==> src/rtl/bus_arbiter_rr.sv <==
// Round-robin arbiter for one shared 4-way bus mux.
// A registered FSM (IDLE / GRANT / RELEASE) hands out a one-hot grant and a
// 2-bit select. Each tenure is capped at MAX_HOLD cycles, and every tenure is
// followed by one dead bus cycle so two drivers never overlap on the bus.
module bus_arbiter_rr #(
  parameter int DATA_W   = 8,
  parameter int MAX_HOLD = 8   // legal range 1..255
) (
  input  logic                  clk,
  input  logic                  rst_n,
  input  logic [3:0]            req,
  input  logic [3:0]            last,
  input  logic [4*DATA_W-1:0]   data_in,
  output logic [3:0]            gnt,
  output logic [1:0]            gnt_id,
  output logic                  gnt_valid,
  output logic [DATA_W-1:0]     bus_data,
  output logic                  timeout_pulse
);

  typedef enum logic [1:0] {
    IDLE    = 2'd0,
    GRANT   = 2'd1,
    RELEASE = 2'd2
  } state_e;

  localparam logic [7:0] MAX_HOLD_C = 8'(MAX_HOLD);

  state_e      state_q,     state_d;
  logic [3:0]  gnt_q,       gnt_d;
  logic [1:0]  gnt_id_q,    gnt_id_d;
  logic        gnt_valid_q, gnt_valid_d;
  logic [1:0]  prio_ptr_q,  prio_ptr_d;
  logic [7:0]  hold_cnt_q,  hold_cnt_d;
  logic        timeout_q,   timeout_d;

  logic [7:0]  req_dbl;
  logic [3:0]  req_rot;
  logic [1:0]  arb_offset;
  logic [1:0]  arb_winner;
  logic        arb_any;
  logic        owner_req;
  logic        owner_last;

  logic [DATA_W-1:0] lane [4];

  // Split the flat data bus into per-requester lanes.
  for (genvar g = 0; g < 4; g++) begin : g_lane
    assign lane[g] = data_in[g*DATA_W +: DATA_W];
  end

  // Rotate req so the current highest-priority requester sits at bit 0, then
  // take the first set bit; adding the pointer back gives the winner index.
  always_comb begin
    // NOTE: every always_comb output gets a default first so no path leaves it
    // unassigned, which would otherwise infer a latch.
    arb_offset = 2'd0;
    req_dbl    = {req, req};
    req_rot    = req_dbl[prio_ptr_q +: 4];
    arb_any    = |req;
    if      (req_rot[0]) arb_offset = 2'd0;
    else if (req_rot[1]) arb_offset = 2'd1;
    else if (req_rot[2]) arb_offset = 2'd2;
    else if (req_rot[3]) arb_offset = 2'd3;
    arb_winner = prio_ptr_q + arb_offset;
  end

  // The current owner's own request and last-beat flags; other requesters'
  // signals never influence an ongoing tenure.
  always_comb begin
    owner_req  = req[gnt_id_q];
    owner_last = last[gnt_id_q];
  end

  // Next-state and next-output logic for the arbiter FSM.
  always_comb begin
    state_d     = state_q;
    gnt_d       = gnt_q;
    gnt_id_d    = gnt_id_q;
    prio_ptr_d  = prio_ptr_q;
    hold_cnt_d  = hold_cnt_q;
    timeout_d   = 1'b0;

    unique case (state_q)
      IDLE, RELEASE: begin
        if (arb_any) begin
          state_d    = GRANT;
          gnt_d      = 4'b0001 << arb_winner;
          gnt_id_d   = arb_winner;
          hold_cnt_d = 8'd1;
          // The winner drops to lowest priority for the next round.
          prio_ptr_d = arb_winner + 2'd1;
        end else begin
          state_d = IDLE;
          gnt_d   = 4'b0000;
        end
      end

      GRANT: begin
        if (!owner_req || owner_last) begin
          // Normal end wins over a coincident hold limit.
          state_d = RELEASE;
          gnt_d   = 4'b0000;
        end else if (hold_cnt_q == MAX_HOLD_C) begin
          state_d   = RELEASE;
          gnt_d     = 4'b0000;
          timeout_d = 1'b1;
        end else begin
          hold_cnt_d = hold_cnt_q + 8'd1;
        end
      end

      default: begin
        state_d = IDLE;
        gnt_d   = 4'b0000;
      end
    endcase

    gnt_valid_d = |gnt_d;
  end

  // FSM state and all registered outputs; reset drops the grant immediately.
  always_ff @(posedge clk or negedge rst_n) begin
    if (!rst_n) begin
      state_q     <= IDLE;
      gnt_q       <= 4'b0000;
      gnt_id_q    <= 2'd0;
      gnt_valid_q <= 1'b0;
      prio_ptr_q  <= 2'd0;
      hold_cnt_q  <= 8'd0;
      timeout_q   <= 1'b0;
    end else begin
      // NOTE: non-blocking assignments here so every flop samples the values
      // from before the edge, independent of statement order.
      state_q     <= state_d;
      gnt_q       <= gnt_d;
      gnt_id_q    <= gnt_id_d;
      gnt_valid_q <= gnt_valid_d;
      prio_ptr_q  <= prio_ptr_d;
      hold_cnt_q  <= hold_cnt_d;
      timeout_q   <= timeout_d;
    end
  end

  // Bus mux: the selected lane when a grant is live, otherwise a quiet bus.
  always_comb begin
    bus_data = '0;
    if (gnt_valid_q) bus_data = lane[gnt_id_q];
  end

  assign gnt           = gnt_q;
  assign gnt_id        = gnt_id_q;
  assign gnt_valid     = gnt_valid_q;
  assign timeout_pulse = timeout_q;

endmodule

==> config.mk <==
export PLATFORM = sky130hd
export DESIGN_NAME = bus_arbiter_rr
export DESIGN_NICKNAME = d
export VERILOG_FILES = /design/src/rtl/bus_arbiter_rr.sv
export SDC_FILE = /design/constraint.sdc
export NUM_CORES = 1
export LEC_CHECK = 0
export ABC_AREA = 1
export ABC_CLOCK_PERIOD_IN_PS = 2200
export CAP_MARGIN = 20
export CORE_MARGIN = 4
export CORE_UTILIZATION = 34
export DETAILED_ROUTE_END_ITERATION = 8
export PLACE_DENSITY = 0.72
export SETUP_SLACK_MARGIN = 0.4
export SLEW_MARGIN = 10
export SYNTH_ARGS = -nofsm -noshare
export SYNTH_HDL_FRONTEND = slang
export SYNTH_SLANG_ARGS = --single-unit
==> constraint.sdc <==
create_clock -name clk -period 2.2 [get_ports clk]
set_clock_uncertainty 0.05 [all_clocks]
set_input_delay 0.55 -clock clk [delete_from_list [all_inputs] [get_ports clk]]
set_output_delay 0.55 -clock clk [all_outputs]
set_load 0.03 [all_outputs]
==> run metrics <==
CTS H-Tree Depth=1; Worst R2R Setup Slack=0.18 ns; Worst Setup End Kind=output pin; hold path depth=2; top post-synthesis cells by area=dfrtp_1 (33%), nor2_1 (9.1%), nand2_1 (8.4%), o21ai_0 (6.3%), nand2_2 (4.5%); Buffers & Inverters on Critical Path=2; Min-Delay Path Class=flop to flop; largest net degree at the start of global routing=21; iteration-0 DRC count of the detailed router=47; CP most frequent cell=nor2_1; DR pass1 iterations=6; core area=4350 um2; dpl ws=-0.448 ns; post-route ant nets=0; dpl cells=325; area leader, netlist=dfrtp_1; Tot GR Track Use=16.8%; Synth top area share=32.9%; max-slew violations=0; crit-path max FO=5; drc violations=0; initial antenna violation count=0; Rel. slew slack=68.5%; fin crit period=between 2 and 2.5 ns; clk slew on worst S/H paths=approximately 0.08 ns; layout cells sized above 1=roughly 52%; f_max=slightly below 0.5 GHz; P_leak=1.29 nW; buffer depth of the longest clock path=2; TritonCTS Buffers=3; CP max stage cell=dfrtp_2; Routed WL per cell=14.9 um; worst-path cell chain=buf_12 -> nor2_1 -> nor2_1 -> o21ai_1 -> a21oi_2 -> buf_6; num rows=24; Final setup viols=0; setup ws final=0.164 ns; CTS Root Cell=clkbuf_8; vias per cell=about 5; placed cell area=2330 um2; clk_lat worst skew=about 0.26 ns; die area=roughly 5600 um2; Pwr Density=about 1500 nW/um2; synth unique cells=34; Critical Path AT=1.44 ns; Post-Route WL=5180 um; maximum vdd ir drop=0.537 mV; RSZ-0062 raised after global routing=true; worst slew pin tran=between 0.4 and 0.5 ns; diode count=0; Congestion Overflow GR=0; first-pass GRT wire length=7270 um; Layout Cells excl Fill=between 300 and 400; via count=1733; Synth Net Count=roughly 250; DP HPWL=between 3000 and 4000 um; cell area after layout=2850 um2; Reg2Reg Capture Point=gnt_valid; Crit path required time=approximately 1.6 ns; Worst Hold Launch=gnt[3]; die height=74.9 um; register area share after synthesis=32.9%; fin crit share=between 90% and 100%; count of final hold-check violations=0; IO Pins=58; number of max-cap violations=0; Fill cells=337; Avg Synthesized Cell Area=7.38 um2; Seq cells post-synth=20; Buffers on Ports=57; kind of critical path=flop to output pin; RR Startpoint=prio_ptr_q[0]; area of the mapped netlist=~1500 um2; Hold Path Sink=gnt[3]; Max stage delay on crit path=between 0.4 and 0.5 ns; clk sinks=20; status=complete, no violations; synth warn=0; Reg2Reg Depth=15; RePlAce Congestion=between 0.8 and 0.9; Top delay family on crit path=flip-flops; Worst setup SP type=flop; vias in the first global route=1638; CTS tree=yes; Mapped Cells=slightly above 200; Layout area overhead=87.2%; final net count=approximately 340; stages on the worst setup path=6; Initial Util=34.9%; die width=74.9 um
==> routing by layer <==
metal	track usage (%)	up-vias	routed length, um
met2	30.1	66	2560
met1	19.7	793	2010
li1	-	863	-
met4	7.31	0	114
met5	0	-	0
met3	2.67	11	498
==> layout by cell type, fill, tap and decap left out, drive strengths merged <==
cell type,count
nand4,3
clkdlybuf4s50,7
buf,38
o31ai,4
xor2,5
inv,18
dfrtp,20
o211ai,3
nor3,2
nor4,1
clkdlybuf4s15,6
xnor2,2
clkbuf,5
clkinv,5
dlygate4sd2,36
a21oi,9
nand2,46
o21ai,23
ha,3
nand3b,2
a21boi,1
nand3,15
nor2,42
==> cells in the mapped netlist <==
cell type  count
nor3_1         1
nor2_1        37
nand3_1       12
clkinv_1       1
dfrtp_1       20
o21ai_4        1
o31ai_2        2
ha_1           3
nand3_2        3
o211ai_1       1
inv_2          6
o21ai_2        3
nand2_4        1
nand2_2       11
a21boi_0       1
nor2_2         2
o211ai_2       2
nor3_2         1
clkinv_2       1
nand2_1       34
inv_1         12
a21oi_1        9
inv_4          2
o21ai_0       19
xnor2_1        2
o31ai_1        2
buf_2          2
nand4_1        3
xor2_1         5
nand3b_1       2
clkbuf_1       1
nor2_8         2
buf_6          1
nor4_1         1
==> flip-flops by register name, summed over array words and instances, names as in the netlist <==
signal	count
state_q	2
prio_ptr_q	2
gnt_id	2
gnt	4
hold_cnt_q	8
gnt_valid	1
timeout_pulse	1
==> area by class of cell <==
class	instances	area (um2)	share of cell area, %
Tap cell	52	65.1	2.29
Sequential cell	20	505	17.8
Inverter	22	123	4.31
Multi-Input combinational cell	161	1230	43.3
Timing Repair inverter	1	16.3	0.572
Clock buffer	4	55.1	1.93
Timing Repair Buffer	88	850	29.9
==> power by group <==
part | switching, mW | internal [mW] | leakage (nW)
clock network | 0.126 | 0.160 | 0.0288
logic | 1.86 | 1.41 | 1.00
registers | 0.125 | 0.492 | 0.256
==> worst max-delay path by stage <==
| stage | to | from | slack (ns) |
|---|---|---|---|
| final | bus_data[3] | gnt_id[0] | 0.16 |
| after global routing | gnt_valid | prio_ptr_q[0] | 0.08 |
| after CTS | gnt_valid | prio_ptr_q[0] | 0.20 |
| after detailed placement | gnt_valid | req[2] | -0.45 |
| after global placement | gnt_valid | req[2] | -0.42 |
| after floorplan | gnt_valid | req[0] | 0.29 |
==> metrics by stage <==
step	hold WS (ns)	power, mW	util [%]	TNS [ns]
after floorplan	0.204	2.27	-	0
after global placement	0.464	2.89	53.5	-2.50
after detailed placement	0.459	2.91	53.5	-2.75
after CTS	0.479	3.66	59.9	0
after global routing	0.512	4.46	65.3	0
final	0.471	4.17	65.3	0
==> worst min-delay path, delay by kind of cell (launching register included) <==
family        cells  cell delay (ns)
simple gates      2             0.14
flops             1             0.35
==> kinds of logic (layout without fill, tap and decap cells) <==
| family | after synthesis | in the layout | synth area share (%) |
|---|---|---|---|
| xor gates and xnor gates | 7 | 7 | 4.03 |
| buffers and inverters | 26 | 115 | 7.49 |
| AOI/OAI and AO/OA | 40 | 40 | 17.3 |
| DFF | 20 | 20 | 32.9 |
| and+or+nand+nor | 110 | 111 | 35.8 |
| adders and majority gates | 3 | 3 | 2.47 |
==> repair_timing <==
action,CTS,global route
endpoints found under the setup margin,36,22
resized for setup,103,41
setup buffers,13,3
pin swaps,37,23
gates cloned,0,3
endpoints found under the hold margin,0,0
hold buffers,0,0
No activity file was read; power rests on OpenSTA's default activity.
